==> src/rtl/layer_61_pkg.sv <==
// layer_61_pkg: shared widths, weights, bias and FSM state type for the
// layer_61 output reduction MAC. Regenerated by the network generator; the
// RTL reads weights only through weight() and B.
package layer_61_pkg;

  localparam int unsigned ACT_W  = 16;
  localparam int unsigned WGT_W  = 10;
  localparam int unsigned ACC_W  = 29;
  localparam int unsigned PROD_W = ACT_W + WGT_W;
  localparam int unsigned PRE_W  = 28;
  localparam int unsigned N_TAPS = 6;
  localparam int unsigned IDX_W  = 3;

  typedef logic signed [ACT_W-1:0] act_t;

  // Output bias
  localparam act_t B = 16'sh0010;

  typedef enum logic [1:0] {
    ST_IDLE = 2'd0,
    ST_MAC  = 2'd1,
    ST_OUT  = 2'd2
  } state_e;

  // Per-tap weight lookup: +4, -2, +1, 0, -8, +3
  function automatic logic signed [WGT_W-1:0] weight(input logic [IDX_W-1:0] idx);
    case (idx)
      3'd0:    return 10'sh004;
      3'd1:    return 10'sh3FE;
      3'd2:    return 10'sh001;
      3'd3:    return 10'sh000;
      3'd4:    return 10'sh3F8;
      3'd5:    return 10'sh003;
      default: return '0;
    endcase
  endfunction

endpackage

==> src/rtl/layer_61_sat.sv <==
// layer_61_sat: combinational 28->16 bit reduction of the pre-result.
// Macro LAYER_61_SAT_EN: defined -> clamp to [-32768, 32767];
// undefined -> two's-complement wrap (keep low 16 bits).
// Ports:
//   pre_i   : signed 28-bit shifted-and-biased sum
//   res_c_o : 16-bit reduced result (combinational)
module layer_61_sat
  import layer_61_pkg::*;
(
  input  logic signed [PRE_W-1:0] pre_i,
  output logic        [ACT_W-1:0] res_c_o
);

`ifdef LAYER_61_SAT_EN
  localparam logic signed [PRE_W-1:0] MAX_V = PRE_W'(32'sd32767);
  localparam logic signed [PRE_W-1:0] MIN_V = PRE_W'(-32'sd32768);

  // Clamp to the signed 16-bit range
  always_comb begin
    res_c_o = pre_i[ACT_W-1:0];
    if (pre_i > MAX_V) begin
      res_c_o = 16'h7FFF;
    end else if (pre_i < MIN_V) begin
      res_c_o = 16'h8000;
    end
  end
`else
  // Wrap: upper bits are intentionally discarded
  logic unused_hi;
  assign unused_hi = ^pre_i[PRE_W-1:ACT_W];
  assign res_c_o   = pre_i[ACT_W-1:0];
`endif

endmodule

==> src/rtl/layer_61_mac.sv <==
// layer_61_mac: six-tap output reduction, out1 = (sum in_k*w_k) >>> SHIFT + B.
// One 16x10 multiplier is time-shared over six MAC cycles.
// Macro LAYER_61_SAT_EN selects saturating (defined) or wrapping output.
// Ports:
//   clk, rst_n          : clock, async active-low reset
//   in1..in6            : signed activations, captured on accept
//   in_valid / in_ready : input handshake
//   out1                : signed result
//   out_valid/out_ready : output handshake
module layer_61_mac
  import layer_61_pkg::*;
#(
  parameter int unsigned SHIFT = 2
) (
  input  logic             clk,
  input  logic             rst_n,
  input  logic [ACT_W-1:0] in1,
  input  logic [ACT_W-1:0] in2,
  input  logic [ACT_W-1:0] in3,
  input  logic [ACT_W-1:0] in4,
  input  logic [ACT_W-1:0] in5,
  input  logic [ACT_W-1:0] in6,
  input  logic             in_valid,
  output logic             in_ready,
  output logic [ACT_W-1:0] out1,
  output logic             out_valid,
  input  logic             out_ready
);

  state_e                    state_q, state_d;
  act_t [N_TAPS-1:0]         x_q, x_d;
  logic signed [ACC_W-1:0]   acc_q, acc_d;
  logic [IDX_W-1:0]          idx_q, idx_d;
  logic [ACT_W-1:0]          out1_q, out1_d;
  logic                      out_valid_q, out_valid_d;
  logic                      in_ready_q, in_ready_d;

  act_t                      x_sel_c;
  logic signed [WGT_W-1:0]   w_sel_c;
  logic signed [PROD_W-1:0]  prod_c;
  logic signed [ACC_W-1:0]   sum_c;
  logic signed [PRE_W-1:0]   shift_c;
  logic signed [PRE_W-1:0]   pre_c;
  logic [ACT_W-1:0]          res_c;

  // Operand select for the current tap
  always_comb begin
    x_sel_c = '0;
    for (int i = 0; i < int'(N_TAPS); i++) begin
      if (idx_q == IDX_W'(i)) begin
        x_sel_c = x_q[i];
      end
    end
  end

  assign w_sel_c = weight(idx_q);
  assign prod_c  = PROD_W'(x_sel_c) * PROD_W'(w_sel_c);
  assign sum_c   = acc_q + ACC_W'(prod_c);
  // Arithmetic shift floors toward -inf; |sum| fits well inside 28 bits
  assign shift_c = PRE_W'(sum_c >>> SHIFT);
  assign pre_c   = shift_c + PRE_W'(B);

  layer_61_sat u_sat (
    .pre_i   (pre_c),
    .res_c_o (res_c)
  );

  // State and datapath registers
  always_ff @(posedge clk or negedge rst_n) begin
    if (!rst_n) begin
      state_q     <= ST_IDLE;
      x_q         <= '0;
      acc_q       <= '0;
      idx_q       <= '0;
      out1_q      <= '0;
      out_valid_q <= 1'b0;
      in_ready_q  <= 1'b0;
    end else begin
      state_q     <= state_d;
      x_q         <= x_d;
      acc_q       <= acc_d;
      idx_q       <= idx_d;
      out1_q      <= out1_d;
      out_valid_q <= out_valid_d;
      in_ready_q  <= in_ready_d;
    end
  end

  // Next-state and register updates
  always_comb begin
    state_d     = state_q;
    x_d         = x_q;
    acc_d       = acc_q;
    idx_d       = idx_q;
    out1_d      = out1_q;
    out_valid_d = out_valid_q;
    in_ready_d  = in_ready_q;

    case (state_q)
      ST_IDLE: begin
        // in_ready rises one edge after reset release and stays up in IDLE
        in_ready_d = 1'b1;
        if (in_valid && in_ready_q) begin
          x_d        = {in6, in5, in4, in3, in2, in1};
          acc_d      = '0;
          idx_d      = '0;
          in_ready_d = 1'b0;
          state_d    = ST_MAC;
        end
      end
      ST_MAC: begin
        acc_d = sum_c;
        idx_d = idx_q + IDX_W'(1);
        // Last tap: result taken from the combinational sum, not acc_q
        if (idx_q == IDX_W'(N_TAPS - 1)) begin
          out1_d      = res_c;
          out_valid_d = 1'b1;
          state_d     = ST_OUT;
        end
      end
      ST_OUT: begin
        if (out_ready) begin
          out_valid_d = 1'b0;
          in_ready_d  = 1'b1;
          state_d     = ST_IDLE;
        end
      end
      default: begin
        state_d = ST_IDLE;
      end
    endcase
  end

  assign in_ready  = in_ready_q;
  assign out1      = out1_q;
  assign out_valid = out_valid_q;

endmodule

==> config.mk <==
export PLATFORM = sky130hd
export DESIGN_NAME = layer_61_mac
export DESIGN_NICKNAME = d
export VERILOG_FILES = /design/src/rtl/layer_61_pkg.sv /design/src/rtl/layer_61_sat.sv /design/src/rtl/layer_61_mac.sv
export SDC_FILE = /design/constraint.sdc
export NUM_CORES = 1
export LEC_CHECK = 0
export CAP_MARGIN = 20
export CORE_AREA = 2 2 227 162
export DETAILED_ROUTE_END_ITERATION = 8
export DIE_AREA = 0 0 229 164
export GPL_TIMING_DRIVEN = 0
export PLACE_DENSITY_LB_ADDON = 0.2
export SLEW_MARGIN = 10
export SYNTH_ARGS = -nofsm -noshare
export SYNTH_HDL_FRONTEND = slang
export SYNTH_HIERARCHICAL = 1
export SYNTH_SLANG_ARGS = --single-unit
==> constraint.sdc <==
create_clock -name clk -period 7.74 [get_ports clk]
set_input_delay 1.161 -clock clk [delete_from_list [all_inputs] [get_ports clk]]
set_output_delay 1.161 -clock clk [all_outputs]
set_load 0.03 [all_outputs]
After elaboration in Yosys (flattened, before gate mapping) --
Cells that the tools add are included.
Storage, ports and cells: logic and storage cells 59, output and inout bits 18, flip-flop bits (word level) 148, memories kept 0, RAM bits 0, input bits 100, ROM bits 0, latch bits 0
Cells by class: magnitude comparators 0, shifts and indexed selects 0, reduce and logical (&&, ||, !) cells 12, mux-type cells 21, bitwise operators 0, eq/ne operators 10, divide/modulo/power cells 0, multiply operators 1, $add $sub $neg 3
Operators by type and width (count):
- 16-bit two-way mux | 6
- 29-bit case mux with 2 select lines | 1
- 10-bit case mux with 5 select lines | 1
- 29-bit by 26-bit adder with 29-bit output | 1
- 29-bit two-way mux | 1
- 16-bit by 10-bit multiplier with 26-bit output | 1
- 16-bit by 6-bit adder with 16-bit output (second input constant) | 1
- 2-bit AND reduction | 4
- 3-bit by 2-bit equality test with 1-bit output (second input constant) | 2
- 3-bit equality test (second input constant) | 2
- 2-bit two-way mux | 3
- 2-bit inequality test (second input constant) | 3
- 2-bit case mux with 3 select lines | 1
- 3-bit case mux with 2 select lines | 1
- 3-bit AND reduction | 2
- 2-bit nonzero test | 3
- 1-bit two-way mux | 4
- 1-bit case mux with 2 select lines | 2
- 3-bit by 1-bit adder with 3-bit output (second input constant) | 1
- 3-bit by 1-bit equality test with 1-bit output (second input constant) | 1
- 3-bit zero test | 1
- 3-bit two-way mux | 1
- 2-bit by 1-bit equality test with 1-bit output (second input constant) | 1
- 2-bit equality test (second input constant) | 1
- other kinds (2) | 2

Longest topological paths before layout --
Gate-level depths: netlist of the first run.
depth in word-level cells 10, gate-level depth with buffers 36, mapped depth without buffers 31

Hierarchy --
The synthesis of the first run kept the hierarchy.
Modules (own cells, without submodules):
- layer_61_mac | times used 1, cells an instance 1612, sequential area each 3703.6 um^2, area each 13824.5 um^2
- layer_61_sat | times used 1, cells an instance 16, sequential area each 0.0 um^2, area each 120.1 um^2

Least setup slack after synthesis of the first run --
Ideal clock, no wire load.
kind register -> register, start reg idx_q[0], end reg out1_q[15], in the netlist out1[15], buffers on the path 4, clock period less this slack 7.587 ns, data required time 7.615 ns, cell stages (with the launch flop) 35, path slack 0.153 ns, library setup time 0.125 ns, arrival 7.462 ns, cells stage by stage dfrtp_1 -> inv_1 -> ha_1 -> nor2b_1 -> clkbuf_1 -> clkbuf_1 -> nand2_1 -> o21ai_0 -> mux2i_1 -> nor2_1 -> a21oi_1 -> a21oi_2 -> clkbuf_1 -> nand2_1 -> xor2_1 -> ha_1 -> inv_1 -> fa_1 -> fa_1 -> inv_1 -> fa_1 -> inv_1 -> fa_1 -> inv_1 -> ha_1 -> or4_1 -> o21ai_1 -> xor2_1 -> or4b_4 -> nor2_2 -> nand4b_4 -> nor3_1 -> xnor2_1 -> buf_4 -> mux2_2
Between the ends: word-level cells in the longest chain between the ends 10
Ends and longest elaborated chain:
- start, declared | line layer_61_mac.sv:33 | logic [IDX_W-1:0] idx_q, idx_d;
- start signal, assigned | line layer_61_mac.sv:82 | idx_q <= idx_d;
- 3-bit zero test | line layer_61_pkg.sv:27, layer_61_mac.sv:50
- 16-bit two-way mux (6 in series) | line layer_61_mac.sv:50 | if (idx_q == IDX_W'(i)) begin
- 16-bit by 10-bit multiplier with 26-bit output (*) | line layer_61_mac.sv:57 | assign prod_c = PROD_W'(x_sel_c) * PROD_W'(w_sel_c);
- 29-bit by 26-bit adder with 29-bit output (*) | line layer_61_mac.sv:58 | assign sum_c = acc_q + ACC_W'(prod_c);
- 16-bit by 6-bit adder with 16-bit output (*) | line layer_61_mac.sv:61 | assign pre_c = shift_c + PRE_W'(B);
- named net pre_c[15] | line layer_61_mac.sv:43 | logic signed [PRE_W-1:0] pre_c;
- end signal, assigned | line layer_61_mac.sv:83 | out1_q <= out1_d;
- end, declared | line layer_61_mac.sv:34 | logic [ACT_W-1:0] out1_q, out1_d;
Mark *: on every way through the listed nets, which the timed path passes. The rest lies on a longest branch. A chain may end at the register's enable or synchronous reset.

Worst setup path after layout of the first run --
start reg idx_q[1], end reg out1_q[14], in the netlist out1[14]
Same word-level chain as after synthesis.

==> results of run 1 <==
per-stage QoR:
stage / instance area, um^2 / setup slack (ps) / hold slack [ps]
final: 14400 / 229 / 473
after global routing: 14400 / -52.2 / 488
after CTS: 13800 / 6.69 / 477
after detailed placement: 12800 / -1280 / 462
after floorplan: 11000 / 194 / 440
after global placement: 12800 / -1270 / 459
path summary, 6_finish.rpt:
| check | endpoint | slack (ps) | cells past startpoint |
|---|---|---|---|
| setup / recovery | out1[14] | 230 | 30 |
| hold / removal | x_q[62] | 470 | 2 |
| setup reg to reg | out1[14] | 230 | 30 |
| hold reg to reg | x_q[62] | 470 | 2 |
| max in group asynchronous | idx_q[0] | 6290 | 2 |
| min in group asynchronous | x_q[27] | 590 | 1 |
repair_timing:
item,in CTS,in global routing
pin swaps,11,41
resized for setup,75,74
setup endpoints to repair,14,6
cloned,1,2
buffers inserted,14,31
layout make-up:
class	count	share of cell area, %
multi-input cells	913	48.5
flip-flops and latches	137	23.9
repair buffers	166	11.2
inverters	173	4.54
well taps	480	4.18
plain buffers	75	3.16
clock buffers	18	3.06
clock inverters	14	1.45
diodes	1	0.0174
state kept, by name, summed over array words and instances, names as in the netlist:
name,flops
idx_q,3
out_valid,1
acc_q,18
x_q,96
in_ready,1
out1,16
state_q,2
critical path, delay by kind of cell (launching register included):
kind / cells / cell delay, ps
adder cells (fa/ha/maj): 7 / 2770
AO/OA/AOI/OAI: 3 / 420
AND/OR/NAND/NOR: 8 / 2320
multiplexers: 3 / 470
XOR/XNOR: 2 / 250
buffers and inverters: 7 / 730
flip-flops: 1 / 410
layer usage:
layer  GRT usage [%]  up-vias  part of all wire, %
met3            2.64       19                  4.9
met5               0        -                    0
met2            26.0      208                   41
li1                -     4387                    -
met1            28.6     4557                   53
met4            4.10        0                  1.1
placed cells by master (no fill, tap or decap), types with 7 or more instances in the layout:
cell	count
clkdlybuf4s50_1	116
inv_2	8
xnor2_1	25
nor2_1	88
mux2_2	15
clkbuf_16	19
o21ai_1	8
nor3_1	10
buf_4	57
a21oi_1	22
dfrtp_1	136
ha_1	59
nand3_1	20
inv_1	164
mux2i_1	25
fa_1	87
clkbuf_1	37
and2_1	10
nand2_1	364
buf_6	7
o21ai_0	44
xor2_1	7
==> metrics, run 1 <==
status complete, no violations; port buffer count between 100 and 150; H-tree levels 4; Die W approximately 230 um; Multi-input gate area 0.00697 mm^2; Reg clk slew, reported paths approximately 60 ps; fin nets between 1500 and 2000; first-pass GRT wire length 52000 um; Placed Cells ~1900; Slew headroom a little over a third; I/O pins around 120; final worst path period share 97.0%; via count 9171; YS warnings 6; CTS Buf Count 17; Die H approximately 160 um; Initial DRT Pass Iterations 5; residual DRC count 0; initial DRC count approximately 600; wire length per cell about 17 um; initial antenna violation count 0; hold_buf cts 0; Critical Path RT between 8000 and 9000 ps; Critical path origin idx_q[1]; clock sink count ~140; critical path type flop to flop; CP Launch Type flop; final slew viol count 0; area delta synth->final 30.7%; TNS Setup 0 ps; total track usage about 18%; total die area approximately 0.038 mm^2; Slew @ Worst Pin 967 ps; fill count about 3600; Starting Density a little under a third; hold_sp x_q[62]; GP Congestion around 0.9; Setup Skew ~13 ps; vias per cell ~4.6; Detailed Place HPWL 25800 um; Most Frequent Cell on Critical Path fa_1; Hold Vio Cnt, Final 0; worst-path cell with the longest stage delay or4b_4; Syn Area/Cell 8.42 um^2; min cycle time layout around 7500 ps; CP max FO 6; crit path DAT approximately 7800 ps; Gate Count Post-Synth approximately 1300; post-synth net total 1563; FMAX ~0.13 GHz; Clock Path Buffers 2; row cnt 58; core area roughly 0.035 mm^2; Largest stage delay, worst path around 600 ps; register area about 0.0034 mm^2; Min-Delay Path Class flop to flop; Util after Layout around 41%; Cell Area, Synth approximately 0.011 mm^2; via count of the first global-routing pass between 9000 and 10000; CTS tree yes; Max-Cap Viols 0; worst r2r src idx_q[1]; Final Setup Violations 0; CP Capture Type flop; largest net degree at the start of global routing just under 100; clk_lat worst skew around 450 ps; root buffer cell clkbuf_16; DRT antenna net count 0; final cell count without fillers 1977; grt ovf 0; layout cell share with drive strength beyond 1 approximately 15%; Post-Route WL between 30000 and 40000 um
Power of run 1 is not shown: default switching activity piles up to over one toggle a cycle in this logic, so the estimate is an artifact.
==> run 2: changes to the inputs <==
--- a/config.mk
+++ b/config.mk
@@ -5,14 +5,14 @@
 export SDC_FILE = /design/constraint.sdc
 export NUM_CORES = 1
 export LEC_CHECK = 0
-export CAP_MARGIN = 20
-export CORE_AREA = 2 2 227 162
+export CAP_MARGIN = 10
+export CORE_AREA = 2 2 198 142
 export DETAILED_ROUTE_END_ITERATION = 8
-export DIE_AREA = 0 0 229 164
+export DIE_AREA = 0 0 200 144
+export GPL_ROUTABILITY_DRIVEN = 0
 export GPL_TIMING_DRIVEN = 0
 export PLACE_DENSITY_LB_ADDON = 0.2
 export SLEW_MARGIN = 10
 export SYNTH_ARGS = -nofsm -noshare
 export SYNTH_HDL_FRONTEND = slang
-export SYNTH_HIERARCHICAL = 1
 export SYNTH_SLANG_ARGS = --single-unit
==> run 2 against run 1 <==
Critical path depth did not move. Worst hold slack improved by 13 ps. Synthesized cell count fell by 20%. First-iteration DRC count fell by 18%. Register-to-register slack barely moved.
==> metrics, run 2 <==
row cnt 51; CTS tree yes; CP Launch Type flop; CTS Buf Count 17; main combinational cell family by area after synthesis adder cells; R2R Setup Slk about 220 ps; via count a little over 8000; count leader, synth inv_1; Min-Delay Path Class flop to flop; YS warnings 0; Util after Layout about half; Gate Count Post-Synth 1040; final setup margin around 220 ps; final slew viol count 0; post-synth top area share 32.4%; Die W about 200 um; Slew @ Worst Pin between 1000 and 1500 ps; clk_lat worst skew approximately 440 ps; most frequent cells in the layout inv_1 (157), dfrtp_1 (136), clkdlybuf4s50_1 (116); synthesis-stage register bit count between 100 and 150; Syn Area/Cell between 10 and 15 um^2; Largest stage delay, worst path between 500 and 600 ps; crit path DAT about 7800 ps; Critical Path RT 8060 ps; Hold Vio Cnt, Final 0; Post-Route WL approximately 30000 um; Synth Flop Type dfrtp_1; fin nets 1466; Inserted Diodes 0; vias per cell 5.08; CP bufs+invs 8; H-tree levels 4; final hold slack just under 500 ps; async set or reset register ratio after synthesis between 90% and 100%; Slew headroom between 20% and 30%; Initial DRT Pass Iterations 6; residual DRC count 0; commonest non-fill, non-tap cell in the layout inv_1; Starting Density 39.1%; post-synthesis mux area share between 10% and 20%; hold_buf cts 0; Clock Path Buffers 2; most frequent cells after synthesis inv_1 (164), dfrtp_1 (137), nand2_1 (99); FMAX 0.133 GHz; worst-path cell with the longest stage delay fa_1; via count of the first global-routing pass 8200; core area between 0.02 and 0.03 mm^2; Cell Area, Synth 0.0106 mm^2; max FFs per register 96; clock sink count roughly 140; Top reg by flops x_q; first-pass GRT wire length between 40000 and 50000 um; Adder-Cell Fraction of Synth Area around a quarter; largest net degree at the start of global routing 82; CP Capture Type flop; initial antenna violation count 1; Die H approximately 140 um; port buffer count 117; final worst path period share a little over nine tenths; Synth Area in XOR/XNOR under 10%; total die area around 0.029 mm^2; Most Frequent Cell on Critical Path fa_1; DRT antenna net count 0; critical path's top delay family adder cells; min cycle time layout about 7500 ps; EDFF count, synth 0; simple-gate portion of the synthesized area around 11%; total track usage approximately 22%; Detailed Place HPWL 22800 um; Seq/Total Area, Yosys about 32%; status complete, no violations; wire length per cell roughly 19 um; grt ovf 0; Reg clk slew, reported paths 70 ps; Compound-Gate Fraction of Synth Area about 9.7%; count of different cell masters after synthesis 63; CP max FO 10; pre-CTS setup slack -1030 ps; post-synth net total approximately 1300; area delta synth->final 28.6%; root buffer cell clkbuf_16; I/O pins 118; Synth area leaders dfrtp_1 (32%), fa_1 (18%), mux2_2 (10%); layout cell share with drive strength beyond 1 between 20% and 30%; leading area contributor after synthesis dfrtp_1; critical path type flop to flop; initial DRC count 496; Max-Cap Viols 0; Setup Skew between 9 and 10 ps; Final Setup Violations 0
-- run 2: cells by family after synthesis --
logic type / count (synthesis)
muxes: 95
xor gates and xnor gates: 44
AOI/OAI and AO/OA: 159
and+or+nand+nor: 239
adders and majority gates: 156
buffers and inverters: 210
DFF: 137
-- run 2: timing repair --
item / CTS / global route
buffers inserted: 3 / 37
pin swaps: 9 / 35
gates resized for setup: 28 / 78
setup endpoints to repair: 13 / 11
-- run 2: final cells by class --
| cell class | count | area, um^2 |
|---|---|---|
| Inverter | 165 | 633 |
| Tap cell | 371 | 464 |
| Fill cell | 2499 | 13500 |
| Buffer | 39 | 218 |
| Timing Repair Buffer | 158 | 1540 |
| Clock buffer | 20 | 447 |
| Clock inverter | 12 | 190 |
| Sequential cell | 137 | 3430 |
| Multi-Input combinational cell | 693 | 6700 |
-- run 2: per-layer routing --
| metal | GRT usage, % | wire length, um | share of wire, % |
|---|---|---|---|
| met1 | 33.6 | 15200 | 51 |
| met2 | 31.2 | 12500 | 42 |
| met3 | 4.97 | 1940 | 6.4 |
| met4 | 5.81 | 426 | 1.4 |
| met5 | 0 | 0 | 0 |
-- run 2: tightest hold or removal path: cells and delay by family (launching register included) --
| family | cells | cell delay, ps |
|---|---|---|
| AO/OA/AOI/OAI | 1 | 60 |
| flip-flops | 1 | 350 |
| AND/OR/NAND/NOR | 1 | 50 |
-- run 2: final timing paths --
check | from | to | depth (start not counted)
max | idx_q[1] | out1[14] | 30
min reg2reg | out1[7] | out1[7] | 2
min | out1[7] | out1[7] | 2
min in group asynchronous | rst_n | acc_q[16] | 1
max reg2reg | idx_q[1] | out1[14] | 30
max in group asynchronous | rst_n | idx_q[0] | 2
-- run 2: metrics by stage --
step / area, um^2 / setup TNS, ps / instances
after floorplan: 10600 / 0 / 1040
after global placement: 12200 / -89870 / 1528
after detailed placement: 12300 / -7060 / 1529
after CTS: 13000 / 0 / 1560
after global routing: 13600 / -58.0 / 1595
final: 13600 / 0 / 1595
Power of run 2 is left out for the same reason.
